$ cat config.mk
export PLATFORM = sky130hd
export DESIGN_NAME = vx_icache_mem_bridge
export DESIGN_NICKNAME = d
export VERILOG_FILES = /design/src/rtl/vx_icache_bridge_pkg.sv /design/src/rtl/vx_tag_fifo.sv /design/src/rtl/vx_icache_mem_bridge.sv
export SDC_FILE = /design/constraint.sdc
export NUM_CORES = 1
export LEC_CHECK = 0
export BUFFER_PORTS_ARGS = -buffer_cell sky130_fd_sc_hd__clkbuf_2
export CAP_MARGIN = 40
export CORE_MARGIN = 2
export CORE_UTILIZATION = 43
export DETAILED_ROUTE_END_ITERATION = 8
export GPL_ROUTABILITY_DRIVEN = 0
export HOLD_SLACK_MARGIN = 0.02
export PLACE_DENSITY = 0.85
export SLEW_MARGIN = 20
export SYNTH_ARGS = -nofsm -noshare
export SYNTH_HDL_FRONTEND = slang
export SYNTH_SLANG_ARGS = --single-unit
$ cat constraint.sdc
create_clock -name clk -period 2.4 [get_ports clk]
set_clock_uncertainty 0.15 [all_clocks]
set_input_delay 0.12 -clock clk [delete_from_list [all_inputs] [get_ports clk]]
set_output_delay 0.12 -clock clk [all_outputs]
set_load 0.02 [all_outputs]
$ cat src/rtl/vx_icache_bridge_pkg.sv
`default_nettype none
// ============================================================================
// Module      : vx_icache_bridge_pkg
// Description : Shared types and sizing helpers for the icache/memory bridge.
// Revision    : 1.0  initial release
// ============================================================================
package vx_icache_bridge_pkg;

  localparam int TAG_WIDTH_DEF       = 8;
  localparam int MAX_OUTSTANDING_DEF = 4;
  localparam int ADDR_WIDTH_DEF      = 30;

  // Counter width able to hold MAX_OUTSTANDING itself (not just MAX-1)
  localparam int CNT_WIDTH = $clog2(MAX_OUTSTANDING_DEF + 1);

  typedef struct packed {
    logic [31:0]              data;
    logic [TAG_WIDTH_DEF-1:0] tag;
  } rsp_entry_t;

  // Same sizing rule as CNT_WIDTH, for non-default MAX_OUTSTANDING
  function automatic int cnt_width(input int max_out);
    return $clog2(max_out + 1);
  endfunction

endpackage
`default_nettype wire

$ cat src/rtl/vx_tag_fifo.sv
`default_nettype none
// ============================================================================
// Module      : vx_tag_fifo
// Description : Synchronous FIFO for outstanding request tags. Push and pop
//               may coincide at any occupancy; when empty, a same-cycle
//               push is bypassed straight to pop_data.
// Revision    : 1.0  initial release
// ============================================================================
module vx_tag_fifo #(
  parameter int WIDTH = 8,
  parameter int DEPTH = 4
) (
  input  logic             clk,
  input  logic             rst_n,
  input  logic             push,
  input  logic [WIDTH-1:0] push_data,
  input  logic             pop,
  output logic [WIDTH-1:0] pop_data,
  output logic             full,
  output logic             empty
);

  localparam int AW = (DEPTH > 1) ? $clog2(DEPTH) : 1;
  localparam int CW = $clog2(DEPTH + 1);
  localparam logic [CW-1:0] DEPTH_CNT = CW'(DEPTH);

  logic [WIDTH-1:0] mem_q [DEPTH];
  logic [AW-1:0]    wr_ptr_q, wr_ptr_d;
  logic [AW-1:0]    rd_ptr_q, rd_ptr_d;
  logic [CW-1:0]    count_q, count_d;
  logic             wr_en, rd_en;

  // Status flags, bypass read and pointer/occupancy next-state
  always_comb begin
    empty    = (count_q == '0);
    full     = (count_q == DEPTH_CNT);
    pop_data = empty ? push_data : mem_q[rd_ptr_q];
    // Empty with push+pop: the entry goes straight through, nothing stored
    wr_en    = push && (!full || pop) && !(empty && pop);
    rd_en    = pop && !empty;
    wr_ptr_d = wr_ptr_q + AW'(wr_en);
    rd_ptr_d = rd_ptr_q + AW'(rd_en);
    count_d  = count_q + CW'(wr_en) - CW'(rd_en);
  end

  // Pointer and occupancy registers
  always_ff @(posedge clk or negedge rst_n) begin
    if (!rst_n) begin
      wr_ptr_q <= '0;
      rd_ptr_q <= '0;
      count_q  <= '0;
    end else begin
      wr_ptr_q <= wr_ptr_d;
      rd_ptr_q <= rd_ptr_d;
      count_q  <= count_d;
    end
  end

  // Tag storage; contents are qualified by count, so no reset needed
  always_ff @(posedge clk) begin
    if (wr_en) mem_q[wr_ptr_q] <= push_data;
  end

endmodule
`default_nettype wire

$ cat src/rtl/vx_icache_mem_bridge.sv
`default_nettype none
// ============================================================================
// Module      : vx_icache_mem_bridge
// Description : Forwards tagged icache requests to an untagged in-order
//               memory bus, re-attaches tags to responses through a one-entry
//               response register, and bounds in-flight requests by credits.
//               Define VX_ICACHE_BRIDGE_PERF_EN to add request/stall counters.
// Revision    : 1.0  initial release
// ============================================================================
module vx_icache_mem_bridge
  import vx_icache_bridge_pkg::*;
#(
  parameter int TAG_WIDTH       = TAG_WIDTH_DEF,
  parameter int MAX_OUTSTANDING = MAX_OUTSTANDING_DEF,
  parameter int ADDR_WIDTH      = ADDR_WIDTH_DEF
) (
  input  logic                  clk,
  input  logic                  reset,
  input  logic                  icache_req_valid,
  input  logic [ADDR_WIDTH-1:0] icache_req_addr,
  input  logic [TAG_WIDTH-1:0]  icache_req_tag,
  output logic                  icache_req_ready,
  output logic                  icache_rsp_valid,
  output logic [31:0]           icache_rsp_data,
  output logic [TAG_WIDTH-1:0]  icache_rsp_tag,
  input  logic                  icache_rsp_ready,
  output logic                  mem_req_valid,
  output logic [ADDR_WIDTH-1:0] mem_req_addr,
  input  logic                  mem_req_ready,
  input  logic                  mem_rsp_valid,
  input  logic [31:0]           mem_rsp_data,
  output logic                  mem_rsp_ready,
  output logic                  busy,
  output logic                  err
`ifdef VX_ICACHE_BRIDGE_PERF_EN
  ,
  output logic [31:0]           perf_req_count,
  output logic [31:0]           perf_stall_count
`endif
);

  localparam int CW = cnt_width(MAX_OUTSTANDING);
  localparam logic [CW-1:0] MAX_CNT = CW'(MAX_OUTSTANDING);

  typedef struct packed {
    logic [31:0]          data;
    logic [TAG_WIDTH-1:0] tag;
  } rsp_reg_t;

  logic [CW-1:0]        outstanding_q, outstanding_d;
  rsp_reg_t             rsp_q, rsp_d;
  logic                 rsp_valid_q, rsp_valid_d;
  logic                 err_q, err_d;
  logic                 can_issue, req_fire, rsp_fire, mem_fire;
  logic                 tag_avail, load_rsp;
  logic                 fifo_full, fifo_empty;
  logic [TAG_WIDTH-1:0] fifo_head;

  // Handshakes; outputs are forced low while reset is held
  always_comb begin
    can_issue        = (outstanding_q < MAX_CNT);
    icache_req_ready = reset && mem_req_ready && can_issue;
    mem_req_valid    = reset && icache_req_valid && can_issue;
    mem_req_addr     = icache_req_addr;
    mem_rsp_ready    = reset && (!rsp_valid_q || icache_rsp_ready);
    req_fire         = icache_req_valid && icache_req_ready;
    rsp_fire         = rsp_valid_q && icache_rsp_ready;
    mem_fire         = mem_rsp_valid && mem_rsp_ready;
    // A tag pushed this very cycle may be consumed by the bypass path
    tag_avail        = !fifo_empty || req_fire;
    load_rsp         = mem_fire && tag_avail;
  end

  vx_tag_fifo #(
    .WIDTH (TAG_WIDTH),
    .DEPTH (MAX_OUTSTANDING)
  ) u_tag_fifo (
    .clk       (clk),
    .rst_n     (reset),
    .push      (req_fire),
    .push_data (icache_req_tag),
    .pop       (load_rsp),
    .pop_data  (fifo_head),
    .full      (fifo_full),
    .empty     (fifo_empty)
  );

  // Credits, response register and sticky error next-state
  always_comb begin
    outstanding_d = outstanding_q + CW'(req_fire) - CW'(rsp_fire);
    rsp_valid_d   = rsp_valid_q;
    rsp_d         = rsp_q;
    if (load_rsp) begin
      rsp_valid_d = 1'b1;
      rsp_d.data  = mem_rsp_data;
      rsp_d.tag   = fifo_head;
    end else if (rsp_fire) begin
      rsp_valid_d = 1'b0;
    end
    err_d = err_q || (mem_fire && !tag_avail)
                  || (req_fire && fifo_full && !load_rsp);
  end

  // State registers
  always_ff @(posedge clk or negedge reset) begin
    if (!reset) begin
      outstanding_q <= '0;
      rsp_valid_q   <= 1'b0;
      rsp_q         <= '0;
      err_q         <= 1'b0;
    end else begin
      outstanding_q <= outstanding_d;
      rsp_valid_q   <= rsp_valid_d;
      rsp_q         <= rsp_d;
      err_q         <= err_d;
    end
  end

  assign icache_rsp_valid = rsp_valid_q;
  assign icache_rsp_data  = rsp_q.data;
  assign icache_rsp_tag   = rsp_q.tag;
  assign busy             = (outstanding_q != '0) || rsp_valid_q;
  assign err              = err_q;

`ifdef VX_ICACHE_BRIDGE_PERF_EN
  logic [31:0] perf_req_q, perf_req_d;
  logic [31:0] perf_stall_q, perf_stall_d;

  // Free-running event counters, wrapping modulo 2^32
  always_comb begin
    perf_req_d   = perf_req_q + 32'(req_fire);
    perf_stall_d = perf_stall_q + 32'(icache_req_valid && !icache_req_ready);
  end

  // Counter registers
  always_ff @(posedge clk or negedge reset) begin
    if (!reset) begin
      perf_req_q   <= '0;
      perf_stall_q <= '0;
    end else begin
      perf_req_q   <= perf_req_d;
      perf_stall_q <= perf_stall_d;
    end
  end

  assign perf_req_count   = perf_req_q;
  assign perf_stall_count = perf_stall_q;
`endif

endmodule
`default_nettype wire

==> summary.txt, run 1 <==
STA
  • Fin Hold WS: around 90 ps
  • Fmax: 0.428 GHz
  • Final worst path period share: between 90% and 100%
  • Final Setup Violations: 0
  • RSZ-0062 raised after global routing: yes
  • Final worst setup slack: roughly 62 ps
  • Tightest Pin Transition: 609 ps
  • Fin. Hold Viols: 0
  • Crit path time final: 2340 ps
  • Slew headroom: 59.1%
  • Max Slew Vio Count: 0

Logic synthesis
  • Synth Area in Adders: 3.13%
  • Sequential-to-total area share from yosys stat: 61.4%
  • Yosys warning total: 0
  • XOR/XNOR share of the synthesized area: ~1.4%
  • Largest family of logic cells by synthesized area: multiplexers
  • Synth cell types: 36
  • Post-synthesis cell count: 230
  • Seq cells post-synth: 84
  • Syn nets: 314
  • Mapped cell area: between 0.003 and 0.004 sq mm
  • Compound-Gate Fraction of Synth Area: 5.60%
  • Multiplexer share of the synthesized area: 14.7%
  • Post-synthesis area per instance: 16.0 sq um
  • Simple-gate share of the synthesized area: 4.79%

Detailed routing
  • Antenna Nets Post-Route: 0
  • Via density: 4.99
  • 1st-iter DRT viols: 85
  • Via count: 2,316
  • WL/cell: about 16 microns
  • DRC violations left: 0
  • Total Wirelength: 7490 microns
  • Drt first pass iters: 4

Place
  • Dpl ws: 3.86 ps
  • Dpl cells: 401
  • Final HPWL DP: about 5000 microns
  • Port bufs: 91
  • Placed Area: 0.00409 sq mm

Floorplanning
  • Die width: 96.6 microns
  • Core area: 0.00826 sq mm
  • Die area: 0.00932 sq mm
  • Initial Util: 44.6%
  • Site row count: 33
  • DIE HEIGHT: about 97 microns
  • # IOs: 152

Critical path
  • R2r setup slk: 60 ps
  • Critical Path Fanout Max: 4
  • Crit path DAT: 2410 ps
  • Crit end category: flip-flop
  • Kind of critical path: flip-flop to flip-flop
  • Crit path required time: 2470 ps
  • Startpoint class of the critical path: flip-flop

Final layout
  • Design Area, Final: 0.00472 sq mm
  • Final Instance Count excl. Fillers: 464
  • Most frequent cells in the layout: clkbuf_2, dfrtp_1, dlygate4sd3_1, edfxtp_1, mux2_2
  • Final Net Count: 438
  • Layout cells sized above 1: between 50% and 60%
  • Commonest non-fill, non-tap cell in the layout: clkbuf_2
  • Ant. Diodes: 0
  • Area grow syn2layout: 28.1%

Clocking
  • CTS Root Cell: clkbuf_8
  • CTS tree: yes
  • Worst skew pair latency: ~340 ps
  • Num CTS Buffers: 9
  • CTS H-tree depth: 3
  • Clk slew on worst S/H paths: 80 ps
  • CTS sink cnt: 84
  • Max clock buf depth: 2

Global routing
  • Vias in the first global route: 2,427
  • All-layer global routing usage: 16.8%
  • Largest net degree at the start of global routing: 26
  • Initial antenna violation count: 0
  • First-pass GRT wire length: 11,600 microns
  • GRT overflow: 0

Flow run
  • Number of max-cap violations: 0

Power
  • PwrDens: roughly 1000 mW/mm^2
  • Worst vdd ir: between 500 and 600 uV
  • LEAKAGE: a little over 0.002 uW
  • Total power: roughly 4900 uW

Outcome
  • Status: complete, no violations

Worst hold path
  • HP Class: input port to output port
[logic make-up after synthesis]
family                   after synthesis
XOR/XNOR                               6
multiplexers                          40
flip-flops                            84
AO/OA/AOI/OAI                         20
adder cells (fa/ha/maj)                8
buffers and inverters                 45
AND/OR/NAND/NOR                       27
[report_power, final]
group / leakage (uW) / total, uW / switching, uW / internal [uW]
Clock: 0.0000864 / 864 / 494 / 370
Sequential: 0.000890 / 2220 / 325 / 1890
Combinational: 0.00108 / 1840 / 929 / 908
Total: 0.00205 / 4920 / 1750 / 3170
[cells in the mapped netlist]
master	n	area, sq um
nor2_1	5	18.8
nor2b_1	1	6.26
mux2_1	3	33.8
and2_1	1	6.26
mux4_2	8	180
nor4_1	1	6.26
nor2_2	2	12.5
nand2_1	3	11.3
or2_1	1	6.26
or2_2	1	6.26
nor3_1	1	5.00
xor2_1	4	35.0
dfrtp_1	52	1300
a2bb2oi_1	8	70.1
mux2_2	29	327
and2_2	1	7.51
nand3_1	1	5.00
nor4b_1	2	17.5
ha_1	6	75.1
inv_1	7	26.3
and3b_2	1	10.0
edfxtp_1	32	961
xnor2_1	2	17.5
buf_4	33	248
o22ai_2	8	100
a311o_1	1	10.0
fa_1	2	40.0
and3_2	1	7.51
nand2b_1	1	6.26
a21oi_4	1	16.3
or4_1	1	7.51
or3_1	2	12.5
buf_6	5	56.3
o21ai_0	1	5.00
a21oi_1	1	5.00
nand4b_4	1	23.8
[critical path: stages, from the launching register on]
cell,delay (ps)
dfrtp_1,420
or2_4,270
nor2_4,150
nor2_1,80
ha_1,290
inv_1,40
ha_1,180
fa_2,350
xor2_1,160
xnor2_1,120
[sequential cells by signal, indices dropped and copies added, names as in the netlist]
name / flops
u_tag_fifo.mem_q: 32
outstanding_q: 3
u_tag_fifo.count_q: 3
icache_rsp_tag: 8
u_tag_fifo.wr_ptr_q: 2
err: 1
u_tag_fifo.rd_ptr_q: 2
icache_rsp_valid: 1
icache_rsp_data: 32
[timing repair]
| action | in CTS | in global routing |
|---|---|---|
| setup endpoints to repair | 1 | 2 |
| setup buffers | 0 | 6 |
| pin swaps | 0 | 1 |
| resized for setup | 1 | 1 |
| hold buffers | 41 | 0 |
| gates cloned | 0 | 0 |
| endpoints found under the hold margin | 118 | 0 |
[path summary, 6_finish.rpt]
path / from / end / cells after the start
max in group asynchronous: reset / icache_rsp_tag[5] / 3
min in group asynchronous: reset / icache_rsp_data[19] / 3
setup / recovery: u_tag_fifo.count_q[1] / u_tag_fifo.count_q[2] / 9
hold / removal: icache_req_addr[24] / mem_req_addr[24] / 0
hold reg to reg: icache_rsp_data[23] / icache_rsp_data[23] / 1
setup reg to reg: u_tag_fifo.count_q[1] / u_tag_fifo.count_q[2] / 9
[routing by layer]
layer,up-vias,share of wire (%),global-route usage [%]
met3,25,6.2,3.88
met1,1146,41,20.4
met5,-,0,0
met2,91,50,28.4
met4,0,2.5,8.10
li1,1054,-,-
[stage by stage]
| step | utilization [%] | TNS (ps) |
|---|---|---|
| floorplan | - | -1150 |
| global placement | 49.1 | 0 |
| detailed placement | 49.5 | 0 |
| CTS | 56.6 | 0 |
| global route | 57.1 | -45.3 |
| finish | 57.1 | 0 |
[area by class of cell]
cell class / instances / area, sq um
tap: 105 / 131
clock inverter: 7 / 43.8
timing repair buffer: 151 / 1030
multi-input combinational: 101 / 1100
sequential: 84 / 2260
fill: 637 / 3540
clock buffer: 9 / 124
inverter: 7 / 26.3
Power figures use the tool's default switching activity.
==> inputs of run 2 (changes only) <==
Settings changed: ABC_AREA set to 1, CORE_UTILIZATION 43 to 50, PLACE_DENSITY 0.85 to 0.91.
Clock period 2.4 ns to 3 ns, I/O delays scaled along.
==> run 2 against run 1 <==
- register-to-register slack improved by 520 ps
- global-route usage increased by 5.9 points
- clock power decreased by 11%
- core utilization increased by 8.1 points
- via count increased by 28%
- wire length increased by 19%
- largest cell class unchanged
==> summary.txt, run 2 <==
Clocking
  • Max clock buf depth: 2
  • Worst skew pair latency: around 360 ps
  • CTS tree: yes
  • Num CTS Buffers: 9
  • # Post-CTS Setup Buffers: 0
  • CTS Root Cell: clkbuf_8
  • Clk slew on worst S/H paths: 90 ps
  • CTS H-tree depth: 3
  • CTS sink cnt: 84
  • Post-cts resize count: 0

Power
  • Switching share of power: between 40% and 50%
  • Clk pwr share: about a fifth
  • Int Pwr: 2380 uW
  • PwrDens: 856 mW/mm^2
  • Switching power: roughly 1700 uW
  • Logic pwr share: 38.7%
  • Flop pwr share: ~43%
  • Worst vdd ir: 500 uV
  • LEAKAGE: 0.00242 uW

Detailed routing
  • Antenna Nets Post-Route: 0
  • Via count: approximately 3,000
  • Total Wirelength: 8920 microns
  • 1st-iter DRT viols: 184
  • Drt first pass iters: 5
  • WL/cell: 14.9 microns
  • Via density: 4.96
  • DRC violations left: 0

Critical path
  • Crit path DAT: ~2600 ps
  • R2r setup slk: 580 ps
  • Worst r2r src: u_tag_fifo.count_q[2]
  • Startpoint class of the critical path: input port
  • Critical Path Fanout Max: 6
  • Worst Setup SP: icache_rsp_ready
  • Kind of critical path: input port to flip-flop
  • Crit end category: flip-flop
  • Crit path required time: 3140 ps
  • Reg2Reg Depth: 8

Logic synthesis
  • Synth area leader: dfrtp_1
  • Post-synthesis cell count: ~380
  • Sequential-to-total area share from yosys stat: 59.5%
  • Synth cell count leaders: nand2_1, dfrtp_1, edfxtp_1
  • Synth cell types: 27
  • Mapped cell area: 0.00380 sq mm
  • Post-synthesis area per instance: 9.90 sq um
  • Yosys warning total: 0
  • Syn nets: 468
  • Seq cells post-synth: 84
  • Async S/R FF share, synth: 61.9%
  • Synth top area share: 34.2%
  • Main flop type after synthesis: dfrtp_1
  • EDFF count, synth: 32
  • Top cells by area, synth: dfrtp_1, edfxtp_1, nand2_1
  • Most frequent cell after synthesis: nand2_1

Final layout
  • Reg area: 0.00226 sq mm
  • Commonest non-fill, non-tap cell in the layout: nand2_1
  • Most frequent cells in the layout: nand2_1, clkbuf_2, dfrtp_1, dlygate4sd3_1, edfxtp_1
  • Ant. Diodes: 0
  • Area grow syn2layout: 25.1%
  • Layout cells sized above 1: 27.6%
  • Multi-input logic area: between 0.001 and 0.0015 sq mm
  • Fillers: approximately 560
  • Final Net Count: 579

Worst hold path
  • Hold_sp: icache_req_addr[25]
  • Worst Hold Depth: 0
  • HP Class: input port to output port

Global routing
  • First-pass GRT wire length: around 15,000 microns
  • Vias in the first global route: 3,147
  • Initial antenna violation count: 0
  • All-layer global routing usage: 22.7%
  • GRT overflow: 0
  • Largest net degree at the start of global routing: 51

STA
  • Max Slew Vio Count: 0
  • TNS Setup: 0 ps
  • Crit path time final: 2430 ps
  • Final Setup Violations: 0
  • Tightest Pin Transition: 620 ps
  • Final worst path period share: 81.1%
  • Fin. Hold Viols: 0
  • Fmax: 0.411 GHz
  • RSZ-0062 raised after global routing: no
  • Fin Hold WS: 150 ps
  • Slew headroom: between 50% and 60%

Place
  • Port bufs: around 90
  • Final HPWL DP: 5460 microns

Floorplanning
  • Core area: 0.00729 sq mm
  • Die width: 91.2 microns
  • DIE HEIGHT: 91.2 microns
  • Site row count: 31
  • # IOs: 152
  • Die area: 0.00831 sq mm
  • Initial Util: 52.1%

Flow run
  • Number of max-cap violations: 0

Outcome
  • Status: complete, no violations
-- run 2: power by group through the flow --
stage	Combinational [uW]	Sequential, uW	Clock, uW
after floorplan	827	1970	0
after global placement	1450	1720	0
after detailed placement	1520	1740	0
after CTS	1560	1720	770
after global routing	1740	1760	830
final	1580	1730	766
-- run 2: metal layers --
layer | GRT usage (%) | routed length [microns]
met1 | 25.5 | 3400
met3 | 5.73 | 677
met4 | 12.1 | 304
met2 | 39.5 | 4540
met5 | 0 | 0
-- run 2: kinds of logic after synthesis --
logic type / share of synthesized area (%)
AO/OA/AOI/OAI: 0.560
XOR/XNOR: 1.38
adder cells (fa/ha/maj): 3.03
buffers and inverters: 10.5
flip-flops: 59.5
AND/OR/NAND/NOR: 25.0
-- run 2: final cells by class --
class                   instances  share of cell area (%)
repair buffers                142                    20.3
clock buffers                  10                    2.89
multi-input cells             238                    24.0
flip-flops and latches         84                    47.6
well taps                      99                    2.61
clock inverters                 6                    1.00
inverters                      20                    1.63
-- run 2: timing repair --
action,4_1_cts,5_1_grt
setup endpoints to repair,0,0
hold buffers,43,0
endpoints found under the hold margin,118,0
-- run 2: critical path, stage by stage --
cell           delay, ps
dlygate4sd3_1        520
clkbuf_2             110
inv_1                 30
nand2_1               90
nand3_2              170
nor2_1               370
nor2_1               150
ha_1                 240
fa_1                 380
xnor2_1              190
xor2_1               160
-- run 2: path summary, 6_finish.rpt --
path / to
setup / recovery: u_tag_fifo.count_q[2]
hold / removal: mem_req_addr[25]
setup reg to reg: u_tag_fifo.count_q[2]
hold reg to reg: u_tag_fifo.count_q[2]
max in group asynchronous: icache_rsp_tag[1]
min in group asynchronous: icache_rsp_data[10]
-- run 2: stage by stage --
stage / std cells / total power, uW / cell area (sq um) / utilization, % / setup WS (ps)
2_1_floorplan: 384 / 2800 / 3800 / - / 762
3_3_place_gp: 539 / 3170 / 4120 / 56.6 / 722
3_5_place_dp: 540 / 3250 / 4140 / 56.8 / 550
4_1_cts: 599 / 4050 / 4750 / 65.2 / 560
5_1_grt: 599 / 4330 / 4750 / 65.2 / 392
6_report: 599 / 4070 / 4750 / 65.2 / 566
